$ cat src/rtl/ysyx_25010008_bus_pkg.sv
// Shared bus definitions for the crossbar and its slaves (SRAM, UART, CLINT).
// Holds the 1-bit response codes, the CLINT base address and the state
// encodings of the slave-side read and write channel FSMs.
package ysyx_25010008_bus_pkg;

    localparam logic RESP_OKAY = 1'b0;
    localparam logic RESP_ERR  = 1'b1;

    // Address of mtime[31:0]; mtime[63:32] sits at the next word.
    localparam logic [31:0] CLINT_BASE_ADDR = 32'ha000_0048;

    typedef enum logic {
        R_IDLE = 1'b0,
        R_RESP = 1'b1
    } r_state_t;

    typedef enum logic [1:0] {
        W_IDLE = 2'd0,
        W_WAIT = 2'd1,
        W_RESP = 2'd2
    } w_state_t;

    // Expand a 4-bit byte strobe into a 32-bit bit mask.
    function automatic logic [31:0] strb_to_mask(input logic [3:0] strb);
        logic [31:0] m;
        for (int i = 0; i < 4; i++) begin
            m[i*8 +: 8] = {8{strb[i]}};
        end
        return m;
    endfunction

endpackage

$ cat src/rtl/ysyx_25010008_clint_timer.sv
// Free-running 64-bit machine timer with a clock prescaler and a bit-masked
// load port.
//   clk, rst   : clock, synchronous active-high reset (clears everything)
//   load_en    : replace the masked bits of mtime with load_data this cycle
//   load_mask  : 1 = take the bit from load_data
//   load_data  : value to merge into mtime
//   mtime      : current counter value (registered)
module ysyx_25010008_clint_timer #(
    parameter int TICK_DIV = 1
) (
    input  logic        clk,
    input  logic        rst,
    input  logic        load_en,
    input  logic [63:0] load_mask,
    input  logic [63:0] load_data,
    output logic [63:0] mtime
);

    localparam int PW = (TICK_DIV > 1) ? $clog2(TICK_DIV) : 1;
    localparam logic [PW-1:0] PRE_MAX = PW'(TICK_DIV - 1);

    logic [PW-1:0] presc;
    logic          wrap;

    assign wrap = (presc == PRE_MAX);

    // A load wins over the tick in the same cycle and restarts the prescaler,
    // so the loaded value is held for a full TICK_DIV period.
    always_ff @(posedge clk) begin
        if (rst) begin
            presc <= '0;
            mtime <= '0;
        end else if (load_en) begin
            presc <= '0;
            mtime <= (mtime & ~load_mask) | (load_data & load_mask);
        end else begin
            presc <= wrap ? '0 : presc + PW'(1);
            if (wrap) begin
                mtime <= mtime + 64'd1;
            end
        end
    end

endmodule

$ cat src/rtl/ysyx_25010008_clint.sv
// CLINT mtime slave on the crossbar's AXI-lite-style channels (1-bit resp).
//   clk, rst                  : clock, synchronous active-high reset
//   araddr/arvalid/arready    : read address channel
//   rdata/rresp/rvalid/rready : read data channel
//   awaddr/awvalid/awready    : write address channel
//   wdata/wstrb/wvalid/wready : write data channel (only wstrb[3:0] used)
//   bresp/bvalid/bready       : write response channel
// Reading the low word snapshots the high word so a low-then-high read pair
// is atomic. Byte-strobed writes preset the counter; any other address
// answers with an error response.
module ysyx_25010008_clint
    import ysyx_25010008_bus_pkg::*;
#(
    parameter logic [31:0] BASE_ADDR = CLINT_BASE_ADDR,
    parameter int          TICK_DIV  = 1
) (
    input  logic        clk,
    input  logic        rst,
    input  logic [31:0] araddr,
    input  logic        arvalid,
    output logic        arready,
    input  logic        rready,
    output logic [31:0] rdata,
    output logic        rresp,
    output logic        rvalid,
    input  logic [31:0] awaddr,
    input  logic        awvalid,
    output logic        awready,
    input  logic [31:0] wdata,
    input  logic [31:0] wstrb,
    input  logic        wvalid,
    output logic        wready,
    input  logic        bready,
    output logic        bresp,
    output logic        bvalid
);

    localparam logic [31:0] HI_ADDR = BASE_ADDR + 32'd4;

    logic [63:0] mtime;
    logic        load_en;
    logic [63:0] load_mask;
    logic [63:0] load_data;

    logic unused_wstrb;
    assign unused_wstrb = ^wstrb[31:4];

    ysyx_25010008_clint_timer #(
        .TICK_DIV (TICK_DIV)
    ) u_timer (
        .clk       (clk),
        .rst       (rst),
        .load_en   (load_en),
        .load_mask (load_mask),
        .load_data (load_data),
        .mtime     (mtime)
    );

    // ---------------- read channel ----------------
    r_state_t    r_state, r_state_nxt;
    logic [31:0] rdata_nxt;
    logic        rresp_nxt;
    logic [31:0] hi_snap, hi_snap_nxt;

    always_comb begin
        r_state_nxt = r_state;
        rdata_nxt   = rdata;
        rresp_nxt   = rresp;
        hi_snap_nxt = hi_snap;
        case (r_state)
            R_IDLE: begin
                if (arvalid) begin
                    r_state_nxt = R_RESP;
                    if (araddr == BASE_ADDR) begin
                        rdata_nxt   = mtime[31:0];
                        rresp_nxt   = RESP_OKAY;
                        hi_snap_nxt = mtime[63:32];
                    end else if (araddr == HI_ADDR) begin
                        rdata_nxt = hi_snap;
                        rresp_nxt = RESP_OKAY;
                    end else begin
                        rdata_nxt = 32'd0;
                        rresp_nxt = RESP_ERR;
                    end
                end
            end
            R_RESP: begin
                if (rready) begin
                    r_state_nxt = R_IDLE;
                end
            end
            default: r_state_nxt = R_IDLE;
        endcase
    end

    always_ff @(posedge clk) begin
        if (rst) begin
            r_state <= R_IDLE;
            rdata   <= 32'd0;
            rresp   <= RESP_OKAY;
            hi_snap <= 32'd0;
        end else begin
            r_state <= r_state_nxt;
            rdata   <= rdata_nxt;
            rresp   <= rresp_nxt;
            hi_snap <= hi_snap_nxt;
        end
    end

    assign arready = (r_state == R_IDLE);
    assign rvalid  = (r_state == R_RESP);

    // ---------------- write channel ----------------
    w_state_t    w_state, w_state_nxt;
    logic [31:0] awaddr_q, wdata_q;
    logic [3:0]  wstrb_q;
    logic        awready_nxt, wready_nxt, bvalid_nxt, bresp_nxt;
    logic        aw_hs, w_hs, commit;
    logic [31:0] eff_addr, eff_data;
    logic [3:0]  eff_strb;
    logic        addr_lo, addr_hi;

    assign aw_hs = awvalid && awready;
    assign w_hs  = wvalid && wready;

    // A beat is either arriving now (ready still high) or already held.
    assign eff_addr = awready ? awaddr     : awaddr_q;
    assign eff_data = wready  ? wdata      : wdata_q;
    assign eff_strb = wready  ? wstrb[3:0] : wstrb_q;

    assign addr_lo = (eff_addr == BASE_ADDR);
    assign addr_hi = (eff_addr == HI_ADDR);

    assign commit = (w_state != W_RESP) && (aw_hs || !awready) && (w_hs || !wready);

    assign load_en   = commit && (addr_lo || addr_hi);
    assign load_mask = addr_hi ? {strb_to_mask(eff_strb), 32'd0}
                               : {32'd0, strb_to_mask(eff_strb)};
    assign load_data = {eff_data, eff_data};

    always_comb begin
        w_state_nxt = w_state;
        awready_nxt = awready;
        wready_nxt  = wready;
        bvalid_nxt  = bvalid;
        bresp_nxt   = bresp;
        case (w_state)
            W_IDLE, W_WAIT: begin
                awready_nxt = awready && !aw_hs;
                wready_nxt  = wready && !w_hs;
                if (commit) begin
                    w_state_nxt = W_RESP;
                    bvalid_nxt  = 1'b1;
                    bresp_nxt   = (addr_lo || addr_hi) ? RESP_OKAY : RESP_ERR;
                end else if (!awready_nxt || !wready_nxt) begin
                    w_state_nxt = W_WAIT;
                end
            end
            W_RESP: begin
                if (bready) begin
                    w_state_nxt = W_IDLE;
                    awready_nxt = 1'b1;
                    wready_nxt  = 1'b1;
                    bvalid_nxt  = 1'b0;
                end
            end
            default: begin
                w_state_nxt = W_IDLE;
                awready_nxt = 1'b1;
                wready_nxt  = 1'b1;
                bvalid_nxt  = 1'b0;
            end
        endcase
    end

    always_ff @(posedge clk) begin
        if (rst) begin
            w_state <= W_IDLE;
            awready <= 1'b1;
            wready  <= 1'b1;
            bvalid  <= 1'b0;
            bresp   <= RESP_OKAY;
        end else begin
            w_state <= w_state_nxt;
            awready <= awready_nxt;
            wready  <= wready_nxt;
            bvalid  <= bvalid_nxt;
            bresp   <= bresp_nxt;
        end
    end

    // Beat holding registers carry data only.
    always_ff @(posedge clk) begin
        if (aw_hs) begin
            awaddr_q <= awaddr;
        end
        if (w_hs) begin
            wdata_q <= wdata;
            wstrb_q <= wstrb[3:0];
        end
    end

endmodule
$ cat config.mk
export PLATFORM = sky130hd
export DESIGN_NAME = ysyx_25010008_clint
export DESIGN_NICKNAME = d
export VERILOG_FILES = /design/src/rtl/ysyx_25010008_bus_pkg.sv /design/src/rtl/ysyx_25010008_clint_timer.sv /design/src/rtl/ysyx_25010008_clint.sv
export SDC_FILE = /design/constraint.sdc
export NUM_CORES = 1
export LEC_CHECK = 0
export CAP_MARGIN = 5
export CORE_UTILIZATION = 55
export DETAILED_ROUTE_END_ITERATION = 12
export GPL_ROUTABILITY_DRIVEN = 0
export PLACE_DENSITY = 0.82
export SYNTH_ARGS = -nofsm -noshare
export SYNTH_HDL_FRONTEND = slang
export SYNTH_SLANG_ARGS = --single-unit
export TNS_END_PERCENT = 10
$ cat constraint.sdc
create_clock -name clk -period 5.3 [get_ports clk]
set_input_delay 1.59 -clock clk [delete_from_list [all_inputs] [get_ports clk]]
set_output_delay 1.59 -clock clk [all_outputs]
set_load 0.1 [all_outputs]
==> impl_metrics.env <==
export IMPL_run_status="finished with violations"
export IMPL_violations="DRC"
export IMPL_avgSynthCellArea_um2=9.24
export IMPL_antenna_found_initial=0
export IMPL_tightest_slew_ps=1120
export IMPL_max_slew_margin_pct=25.2
export IMPL_timing_critical_path_arrival_ps=4510
export IMPL_worstSetupEndpointType="register"
export IMPL_ys_flop_type="dfxtp_1"
export IMPL_synth_top_cell_area_share_pct=26.9
export IMPL_placeableCoreArea_um2=18100
export IMPL_clock_fmax_mhz=242
export IMPL_instance_area_after_placement_um2=11800
export IMPL_seq_area_frac_synth_pct=46.9
export IMPL_ctsLongestPathBuffers=3
export IMPL_grt_usage_pct=30.5
export IMPL_numCtsBuffers=22
export IMPL_asyncSetResetFlopFracSynth_pct=0
export IMPL_skew_ps=19.8
export IMPL_drt_total_wl_mm=29.3
export IMPL_post_route_cells_drive_above_1_share_pct=8.20
export IMPL_num_nets_final=1352
export IMPL_hold_path_class="register to register"
export IMPL_area_growth_synth_to_final_pct=22.2
export IMPL_floorplan_die_area_um2=19100
export IMPL_finalSetupViolations=0
export IMPL_dpl_worst_slack_ps=734
export IMPL_ios=174
export IMPL_antennaDiodeCount=0
export IMPL_post_cts_buffers=0
export IMPL_crit_path_start_kind="input pin"
export IMPL_synth_warnings=0
export IMPL_antenna_left=0
export IMPL_die_w_um=138
export IMPL_die_height_um=138
export IMPL_syn_cell_area_um2=10200
export IMPL_count_of_final_max_slew_check_failures=0
export IMPL_synthesis_instances=1104
export IMPL_cp_data_required_time_ps=5680
export IMPL_period_needed_ps=4130
export IMPL_synth_seq_cells=205
export IMPL_grt_max_degree=78
export IMPL_drc=8
export IMPL_synth_lib_cells_used_distinct=83
export IMPL_clk_insertion_delay_late_ps=510
export IMPL_drtIter0Drc=1094
export IMPL_ctsHtreeMaxLevel=1
export IMPL_clk_pin_slew_ps=60
export IMPL_number_of_sinks_driven_by_the_clock_tree=205
export IMPL_grt_overflow=0
export IMPL_stdcell_area_um2=12500
export IMPL_initial_utilization_pct=56.4
export IMPL_synth_top_cells_by_area="dfxtp_1 27%, edfxtp_1 20%, mux2i_1 5.3%, a21oi_1 4.5%, nand2_1 4.4%"
export IMPL_timing_hold_violations_final=0
export IMPL_layout_common_cells="143 x clkdlybuf4s50_1, 136 x dfxtp_1, 119 x nand2_1, 100 x nor2_1, 91 x a21oi_1"
export IMPL_whs_ps=453
export IMPL_detail_route_vias_per_cell=6.49
export IMPL_final_setup_tns_ps=0
export IMPL_first_drt_pass_iteration_count=11
export IMPL_final_critical_path_setup_slack_ps=1170
export IMPL_synth_edff_count=68
export IMPL_cts_repair_resize_count=0
export IMPL_maxCapViolations=0
export IMPL_grt_pass1_wl_mm=47.1
export IMPL_detailed_placer_s_ending_hpwl_mm=20.6
export IMPL_tritoncts="yes"
export IMPL_avgRoutedWirePerCell_um=20.1
export IMPL_leakagePower_nw=4.23
export IMPL_r2r_setup_slack_ps=1990
export IMPL_rsz0062_at_grt="no"
export IMPL_num_vias=9483
export IMPL_n_fill_cell=1382
export IMPL_rows=49
export IMPL_synth_top_area_cell="dfxtp_1"
export IMPL_syn_num_nets=1240
export IMPL_layout_cells_most_common="clkdlybuf4s50_1"
export IMPL_port_buffer_count=145
export IMPL_critical_path_max_fanout=11
export IMPL_holdBufCountCts=0
export IMPL_startpoint="awaddr[5]"
export IMPL_timing_hold_worst_start="hi_snap[1]"
export IMPL_min_period_over_period_pct=78.0
export IMPL_grt_pass1_vias=8944
export IMPL_ir_drop_mv=0.249
export IMPL_crit_type="input pin to register"
export IMPL_pwr_dens_nw_per_um2=281
export IMPL_clock_tree_root_cell="clkbuf_16"
==> routing by layer <==
| layer | share of wire [%] | vias up | GRT usage [%] |
|---|---|---|---|
| met5 | 0 | - | 0 |
| met2 | 45 | 522 | 48.3 |
| li1 | - | 4403 | - |
| met3 | 9.4 | 110 | 4.92 |
| met4 | 4.9 | 0 | 14.4 |
| met1 | 40 | 4448 | 41.0 |
==> stage by stage <==
stage | std cells | total power, W | utilization, %
5_1_grt | 1461 | 0.00361 | 68.9
3_3_place_gp | 1421 | 0.00211 | 65.3
3_5_place_dp | 1421 | 0.00212 | 65.3
2_1_floorplan | 1104 | 0.00196 | -
6_report | 1461 | 0.00351 | 68.9
4_1_cts | 1461 | 0.00352 | 68.9
==> cell type report <==
class	count	area [um2]	share of cell area, %
Multi-Input combinational cell	802	5050	40.5
Sequential cell	205	4790	38.4
Timing Repair Buffer	171	1640	13.1
Clock buffer	34	627	5.03
Tap cell	229	287	2.30
Inverter	14	52.6	0.421
Clock inverter	6	26.3	0.211
==> cell usage after synthesis (13+ instances only) <==
cell type / n
and3_1: 17
nor2_1: 101
nand4_1: 39
nand2_1: 119
a211oi_1: 25
dfxtp_1: 137
buf_2: 18
edfxtp_1: 68
a2111oi_0: 13
a21oi_1: 92
nor4_1: 33
mux2_2: 19
nand3_1: 33
clkbuf_1: 59
inv_1: 13
nor3_1: 44
mux2i_1: 54
and2_1: 13
==> critical path, stage by stage <==
cell	delay (ps)
clkdlybuf4s50_1	440
nor4b_2	350
mux2i_1	240
a2111oi_4	590
nand2_1	440
buf_4	330
o41ai_1	420
nor3_1	100
==> worst paths after layout <==
check	depth (start not counted)	to
setup / recovery	8	register
hold / removal	2	hi_snap[1]
setup reg to reg	7	register
hold reg to reg	2	hi_snap[1]
==> where the power goes <==
part / internal [W] / switching (W) / total (W) / leakage [nW]
Combinational: 0.000157 / 0.000224 / 0.000381 / 2.16
Sequential: 0.00168 / 0.0000312 / 0.00171 / 1.76
Clock: 0.000811 / 0.000604 / 0.00142 / 0.319
==> kinds of logic (layout without fill, tap and decap cells) <==
logic type	count (synthesis)	after routing	share of synthesized area, %
AOI/OAI and AO/OA	233	233	15.7
xor gates and xnor gates	12	12	1.03
adders and majority gates	1	1	0.123
buffers and inverters	97	225	3.81
DFF	205	205	46.9
muxes	73	73	7.39
other	1	1	0.0367
and+or+nand+nor	482	482	25.0
(Power assumes the default switching activity.)
